[config.mk]
export PLATFORM = sky130hd
export DESIGN_NAME = serial_frame_tx
export DESIGN_NICKNAME = d
export VERILOG_FILES = /design/src/rtl/serial_frame_tx.sv
export SDC_FILE = /design/constraint.sdc
export NUM_CORES = 1
export LEC_CHECK = 0
export CORE_MARGIN = 5
export CORE_UTILIZATION = 45
export CTS_BUF_LIST = sky130_fd_sc_hd__clkbuf_4
export DETAILED_ROUTE_END_ITERATION = 10
export HOLD_SLACK_MARGIN = 0.15
export PLACE_DENSITY = 0.71
export SLEW_MARGIN = 10
export SYNTH_ARGS = -nofsm -noshare
export SYNTH_HDL_FRONTEND = slang
export SYNTH_SLANG_ARGS = --single-unit
[constraint.sdc]
create_clock -name clk -period 1.65 [get_ports clk]
set_input_delay 0.33 -clock clk [delete_from_list [all_inputs] [get_ports clk]]
set_output_delay 0.33 -clock clk [all_outputs]
set_load 0.01 [all_outputs]
[src/rtl/serial_frame_tx.sv]
// serial_frame_tx: parallel-to-serial framing transmitter (start, LSB-first data,
// optional parity, stop bits) with a valid/ready word input.
// Ports:
//   clk, reset_l (sync, active low)
//   in_valid, in_data[DATA_W-1:0], in_ready : word input handshake
//   ser_o      : registered serial line, idles high
//   busy       : frame in progress
//   frame_done : pulse in the final cycle of the last stop bit
module serial_frame_tx #(
    parameter int DATA_W       = 8,
    parameter int CLKS_PER_BIT = 4,
    parameter int PARITY_MODE  = 1,
    parameter int STOP_BITS    = 1
) (
    input  logic              clk,
    input  logic              reset_l,
    input  logic              in_valid,
    input  logic [DATA_W-1:0] in_data,
    output logic              in_ready,
    output logic              ser_o,
    output logic              busy,
    output logic              frame_done
);

    // Modes other than 1 (even) and 2 (odd) send no parity bit.
    localparam bit HAS_PAR = (PARITY_MODE == 1) || (PARITY_MODE == 2);
    localparam int CW = $clog2(CLKS_PER_BIT > 2 ? CLKS_PER_BIT : 2);
    localparam int BW = $clog2(DATA_W > 2 ? DATA_W : 2);

    localparam logic [CW-1:0] CYC_LAST  = CW'(CLKS_PER_BIT - 1);
    localparam logic [BW-1:0] DATA_LAST = BW'(DATA_W - 1);
    localparam logic [BW-1:0] STOP_LAST = BW'(STOP_BITS - 1);

    typedef enum logic [2:0] {
        S_IDLE,
        S_START,
        S_DATA,
        S_PARITY,
        S_STOP
    } state_t;

    state_t            state_q;
    logic [CW-1:0]     cyc_q;
    logic [BW-1:0]     bit_q;
    logic [DATA_W-1:0] shift_q;
    logic              par_q;
    logic              ser_q;

    logic              bit_end;
    logic              last_stop;
    logic              accept;
    logic [DATA_W-1:0] shift_d;

    assign bit_end   = (cyc_q == CYC_LAST);
    assign last_stop = (state_q == S_STOP) && bit_end && (bit_q == STOP_LAST);
    assign in_ready  = (state_q == S_IDLE) || last_stop;
    assign accept    = in_valid && in_ready;
    assign shift_d   = shift_q >> 1;

    assign ser_o      = ser_q;
    assign busy       = (state_q != S_IDLE);
    assign frame_done = last_stop;

    always_ff @(posedge clk) begin
        if (!reset_l) begin
            state_q <= S_IDLE;
            cyc_q   <= '0;
            bit_q   <= '0;
            shift_q <= '0;
            par_q   <= 1'b0;
            ser_q   <= 1'b1;
        end else if (accept) begin
            // Covers both IDLE and the back-to-back case out of the last stop bit.
            state_q <= S_START;
            cyc_q   <= '0;
            bit_q   <= '0;
            shift_q <= in_data;
            par_q   <= (PARITY_MODE == 2) ? ~^in_data : ^in_data;
            ser_q   <= 1'b0;
        end else if (state_q != S_IDLE) begin
            cyc_q <= bit_end ? '0 : cyc_q + 1'b1;
            if (bit_end) begin
                unique case (state_q)
                    S_START: begin
                        state_q <= S_DATA;
                        bit_q   <= '0;
                        ser_q   <= shift_q[0];
                    end
                    S_DATA: begin
                        if (bit_q == DATA_LAST) begin
                            bit_q <= '0;
                            if (HAS_PAR) begin
                                state_q <= S_PARITY;
                                ser_q   <= par_q;
                            end else begin
                                state_q <= S_STOP;
                                ser_q   <= 1'b1;
                            end
                        end else begin
                            bit_q   <= bit_q + 1'b1;
                            shift_q <= shift_d;
                            ser_q   <= shift_d[0];
                        end
                    end
                    S_PARITY: begin
                        state_q <= S_STOP;
                        bit_q   <= '0;
                        ser_q   <= 1'b1;
                    end
                    S_STOP: begin
                        ser_q <= 1'b1;
                        if (bit_q == STOP_LAST) begin
                            state_q <= S_IDLE;
                            bit_q   <= '0;
                        end else begin
                            bit_q <= bit_q + 1'b1;
                        end
                    end
                    default: state_q <= S_IDLE;
                endcase
            end
        end
    end

endmodule

[Yosys cells after proc, flatten, opt, wreduce, memory -nomap -nowiden]
Index checks and enable logic that the tools add are counted.
Storage, ports and cells
  register bits after elaboration: 18
  bits of input ports: 11
  output and inout bits: 4
  logic and storage cells: 62
Operators by class
  add/sub/neg operators: 2
  eq/ne operators: 11
  mux-type cells: 20
  bitwise gates (word level): 1
  reduce and logical (&&, ||, !) cells: 21
Operators with widths (count)
  8-bit 2-to-1 mux: 5
  3-bit 2-to-1 mux: 4
  3-bit case mux with 4 select lines: 1
  4-bit AND reduction: 3
  3-bit case mux with 3 select lines: 1
  8-bit parity: 1
  1-bit 2-to-1 mux: 7
  3-bit by 2-bit equality test with 1-bit output, second input constant: 2
  3-bit equality test, second input constant: 2
  3-bit zero test: 2
  3-bit AND reduction: 2
  2-bit nonzero test: 3
  3-bit nonzero test: 2
  2-bit OR reduction: 3
  2-bit inequality test, second input constant: 2
  4-bit nonzero test: 1
  3-bit by 1-bit adder with 3-bit output, second input constant: 1
  3-bit by 1-bit equality test with 1-bit output, second input constant: 1
  1-bit logical AND: 3
  3-bit by 2-bit inequality test with 1-bit output, second input constant: 1
  3-bit inequality test, second input constant: 1
  1-bit case mux with 3 select lines: 1
  2-bit by 1-bit adder with 2-bit output, second input constant: 1
  2-bit equality test, second input constant: 1
  other kinds (4): 4

[Logic depth before layout (Yosys ltp)]
  depth in word-level cells: 7
  mapped depth: 7
  mapped depth without buffers: 6

[Worst setup path after synthesis]
Ideal clock, no wire load.
  path type: register to register
  start point: register cyc_q[0]
  end point: register ser_q (netlist: ser_o)
  library setup time: 0.122 ns
  arrival: 1.525 ns
  required time: 1.528 ns
  slack: 0.003 ns
  stages on the path, launching flop included: 7
  path buffers: 1
  clock period less this slack: 1.647 ns
  cell sequence: dfxtp_1 -> ha_1 -> buf_4 -> nand3b_1 -> a211oi_4 -> a2111oi_1 -> a311o_1
Between the ends
  cells in the longest elaborated chain, start to end: 7
  elaborated cells on any way between the ends: 10
  classes of those cells: eq/ne: 1; mux: 1; reduce/logical: 8
RTL lines
  start, declared: RTL line 43  | logic [CW-1:0] cyc_q;
  start signal, assigned: RTL line 81  | cyc_q <= bit_end ? '0 : cyc_q + 1'b1;
  2-bit equality test *: RTL line 54  | assign bit_end = (cyc_q == CYC_LAST);
  1-bit logical AND (2 in a row): RTL line 55  | assign last_stop = (state_q == S_STOP) && bit_end && (bit_q == STOP_LAST);
  1-bit logical OR: RTL line 56  | assign in_ready = (state_q == S_IDLE) || last_stop;
  1-bit logical AND: RTL line 57  | assign accept = in_valid && in_ready;
  4-bit nonzero test (no source line) / 2-bit nonzero test (equally long branches)
  3-bit AND reduction (no source line)
  end signal, assigned: RTL line 87  | ser_q <= shift_q[0];
  end signal, assigned: RTL line 94  | ser_q <= par_q;
  end signal, assigned: RTL line 102  | ser_q <= shift_d[0];
  end, declared: RTL line 47  | logic ser_q;
Mark *: on every way between the ends. The rest lies on a longest branch, timed or not.
A chain may end at the register's enable or synchronous reset.

[Worst setup path after layout]
  start point: register bit_q[0]
  end point: register ser_q (netlist: ser_o)
Between the ends
  cells in the longest elaborated chain, start to end: 6
  elaborated cells on any way between the ends: 14
  classes of those cells: eq/ne: 1; mux: 5; reduce/logical: 8
RTL lines
  start, declared: RTL line 44  | logic [BW-1:0] bit_q;
  start signal, assigned: RTL line 100  | bit_q <= bit_q + 1'b1;
  start signal, assigned: RTL line 116  | bit_q <= bit_q + 1'b1;
  3-bit equality test / 3-bit zero test (equally long branches): RTL line 90, 55
  1-bit 2-to-1 mux / 1-bit logical AND (equally long branches): RTL line 90, 55
  1-bit case mux with 3 select lines / 1-bit logical OR (equally long branches): RTL line 83, 56
  1-bit 2-to-1 mux / 1-bit logical AND (equally long branches): RTL line 82, 57
  1-bit 2-to-1 mux, or another cell as far along: RTL line 80  | end else if (state_q != S_IDLE) begin
  1-bit 2-to-1 mux / 3-bit AND reduction (equally long branches)
Several ways; a longest one is shown, not always the timed one. The select of a mux whose other input is x is not followed.

==> impl_metrics.toml <==
[status]
outcome = "complete, but fails checks"
violations = "negative setup slack"

[clock_network]
cts_tree = "yes"
cts_max_level = 1
cts.sinks = 18
cts_root_buf = "clkbuf_4"
numCtsBuffers = 3
clkTransAtPathRegs_ns = 0.11
clk_path_buf_depth = 2
postCtsHoldBufs = 0
insertion_delay_ns = 0.30

[global_routing]
track_usage_pct = 17.02
grt_max_degree = 11
grt_pass1_vias = 982
antenna_found_initial = 0
grt_pass1_wl_um = 4471
overflow = 0

[synthesis]
ys_ff_latch = 18
synth_nets = 134
synth_cells = 119
syn_area_um2 = 1028
ys_warn_count = 0
seq_area_frac_synth_pct = 35.04
synth_cell_type_count = 32
synth_area_per_cell_um2 = 8.643

[worst_setup_path]
r2r_start = "bit_q[0]$_SDFFE_PP0P_"
worstPathArrival_ns = 1.90
crit_chain = "inv_2 > ha_4 > nand3b_1 > buf_6 > a211o_4 > a311o_1"
start_kind = "flip-flop"
rrSetupSlack_ns = -0.05
setup.worst_path.start = "bit_q[0]$_SDFFE_PP0P_"
slowest_delay_ns = 0.37
end_kind = "flip-flop"
critPathMaxFanout = 4
critical_path_class = "reg2reg"
critical_path_required_ns = 1.85
critPathSlowestCell = "a211o_4"

[power_and_ir_drop]
power_mw = 0.9491
seqPwrFrac_pct = 50.5
switchingPower_mw = 0.2772
peakVddDrop_uv = 425.9
powerDensity_nw_per_um2 = 634.3
swShare_pct = 29.21
p_comb_share_pct = 25.1
intPower_mw = 0.6719
power_leakage_nw = 0.5393
pwr-share-clk_pct = 24.4

[routing]
routed_wirelength_um = 2766
drt-wirelength-per-cell_um = 15.37
drtIter0Drc = 25
drc_errors = 0
postRouteAntennaNets = 0
via_count = 1012
dr.pass1.iters = 4
vias_per_cell = 5.622

[sta]
fin_skew_ns = 0.002649
relSlewSlack_pct = 76.42
setup_ws_ns = -0.05067
timing.fmax_mhz = 588.0
hold_viol = 0
post-route-period-util_pct = 103.1
drv_slew = 0
finalSetupViolCount = 9
post-route-min-period_ns = 1.701
worst_pin_slew_ns = 0.3510
setup-tns-final_ns = -0.2791
rsz0062_at_grt = "true"

[placement]
numPortBuffers = 14
dp.final_hpwl_um = 1897
place_ws_ns = -0.09564
dpl_cell_area_um2 = 1303
gp_congestion = 0.8545

[finish]
final_layout_size_suffix_gt1_share_pct = 42.76
final_util_pct = 68.30
nets = 168
areaGrowthSynthToFinish_pct = 45.50
fin_area_um2 = 1496
num-fill-cells = 153
diodes = 0
multi_input_area_um2 = 733.2
seq_area_um2 = 365.4

[die]
initial_utilization_pct = 46.94
dieArea_um2 = 3341
row_count = 17
die_w_um = 57.81
coreArea_um2 = 2191
die_h_um = 57.81
io_pins = 15

[min_path]
hold_start = "shift_q[6]$_SDFFE_PN0P_"
hold_class = "reg2reg"

[flow_run]
max_cap_violations = 0
worst max-delay path: cells and delay by family (launching register included):
kind                     cells  cell delay (ns)
AO/OA/AOI/OAI                2             0.70
flip-flops                   1             0.35
adder cells (fa/ha/maj)      1             0.12
buffers and inverters        2             0.25
AND/OR/NAND/NOR              1             0.17
sequential cells by signal (all words and copies together), names as in the netlist:
signal / cells
bit_q: 3
state_q: 3
shift_q: 8
cyc_q: 2
par_q: 1
ser_o: 1
logic make-up after synthesis:
| family | after synthesis | synth area share [%] |
|---|---|---|
| xor+xnor | 7 | 5.961 |
| mux | 3 | 2.920 |
| simple gates | 43 | 20.56 |
| fa+ha+maj | 4 | 4.866 |
| buf+inv | 12 | 7.298 |
| compound gates | 32 | 23.36 |
| flops | 18 | 35.04 |
synthesized netlist by cell type, drive strengths merged:
master | instances | share of area [%]
dfxtp | 18 | 35
nand2 | 14 | 5.1
nor2 | 11 | 4.0
a21oi | 10 | 4.9
buf | 7 | 5.5
xnor2 | 7 | 6.0
nand3 | 5 | 2.9
nor2b | 5 | 3.0
a311oi | 4 | 3.4
ha | 4 | 4.9
inv | 4 | 1.5
o21ai | 4 | 1.9
a22oi | 3 | 2.2
mux2i | 3 | 2.9
nor3 | 3 | 1.5
o211ai | 3 | 2.2
a32oi | 2 | 1.7
a2111oi | 1 | 0.97
a211o | 1 | 1.7
a211oi | 1 | 1.9
a311o | 1 | 0.97
a31oi | 1 | 0.61
and2 | 1 | 0.61
clkinv | 1 | 0.36
nand3b | 1 | 0.73
nor3b | 1 | 1.2
o2bb2ai | 1 | 0.85
or2 | 1 | 0.85
or3 | 1 | 0.61
cells in the final DEF (no fill, tap or decap), types with 4 or more instances in the layout:
cell             count
nor2b_1              5
dfxtp_1             14
clkdlybuf4s50_1     11
buf_4               17
dfxtp_2              4
a311oi_2             4
a21oi_1              4
nor2_1               7
nand2_1             12
buf_6                4
a21oi_2              6
xnor2_1              7
per-stage QoR:
stage,std cells,hold WS [ns]
2_1_floorplan,119,0.4476
3_3_place_gp,173,0.4598
3_5_place_dp,173,0.4631
4_1_cts,178,0.4809
5_1_grt,180,0.5033
6_report,180,0.4821
final cells by class:
cell class | count | share of cell area (%)
repair buffers | 36 | 21.24
clock buffers | 3 | 1.505
flip-flops and latches | 18 | 24.41
clock inverters | 1 | 0.2508
well taps | 28 | 2.341
inverters | 5 | 1.254
multi-input cells | 89 | 49.00
power groups by stage:
stage	logic, mW	clock network, mW	registers [mW]
final	0.238	0.232	0.479
after global routing	0.255	0.258	0.482
after floorplan	0.115	0	0.479
after detailed placement	0.193	0	0.484
after global placement	0.188	0	0.483
after CTS	0.197	0.240	0.475
routing by layer:
metal / track usage [%] / vias to the layer above / wire length, um
met5: 0 / - / 0
met4: 5.960 / 0 / 0
met3: 4.454 / 0 / 134
met2: 28.55 / 23 / 1450
met1: 20.95 / 498 / 1181
li1: - / 491 / -
timing repair:
action	CTS	global route
endpoints found under the setup margin	17	21
gates resized for setup	26	27
setup buffers	1	2
pin swaps	5	7
final timing paths:
kind | endpoint | cells after the start
worst min-delay path | shift_q[6]$_SDFFE_PN0P_ | 2
worst min register to register | shift_q[6]$_SDFFE_PN0P_ | 2
worst max register to register | ser_o$_SDFFE_PN1P_ | 6
worst max-delay path | ser_o$_SDFFE_PN1P_ | 6
(Power assumes the default switching activity.)
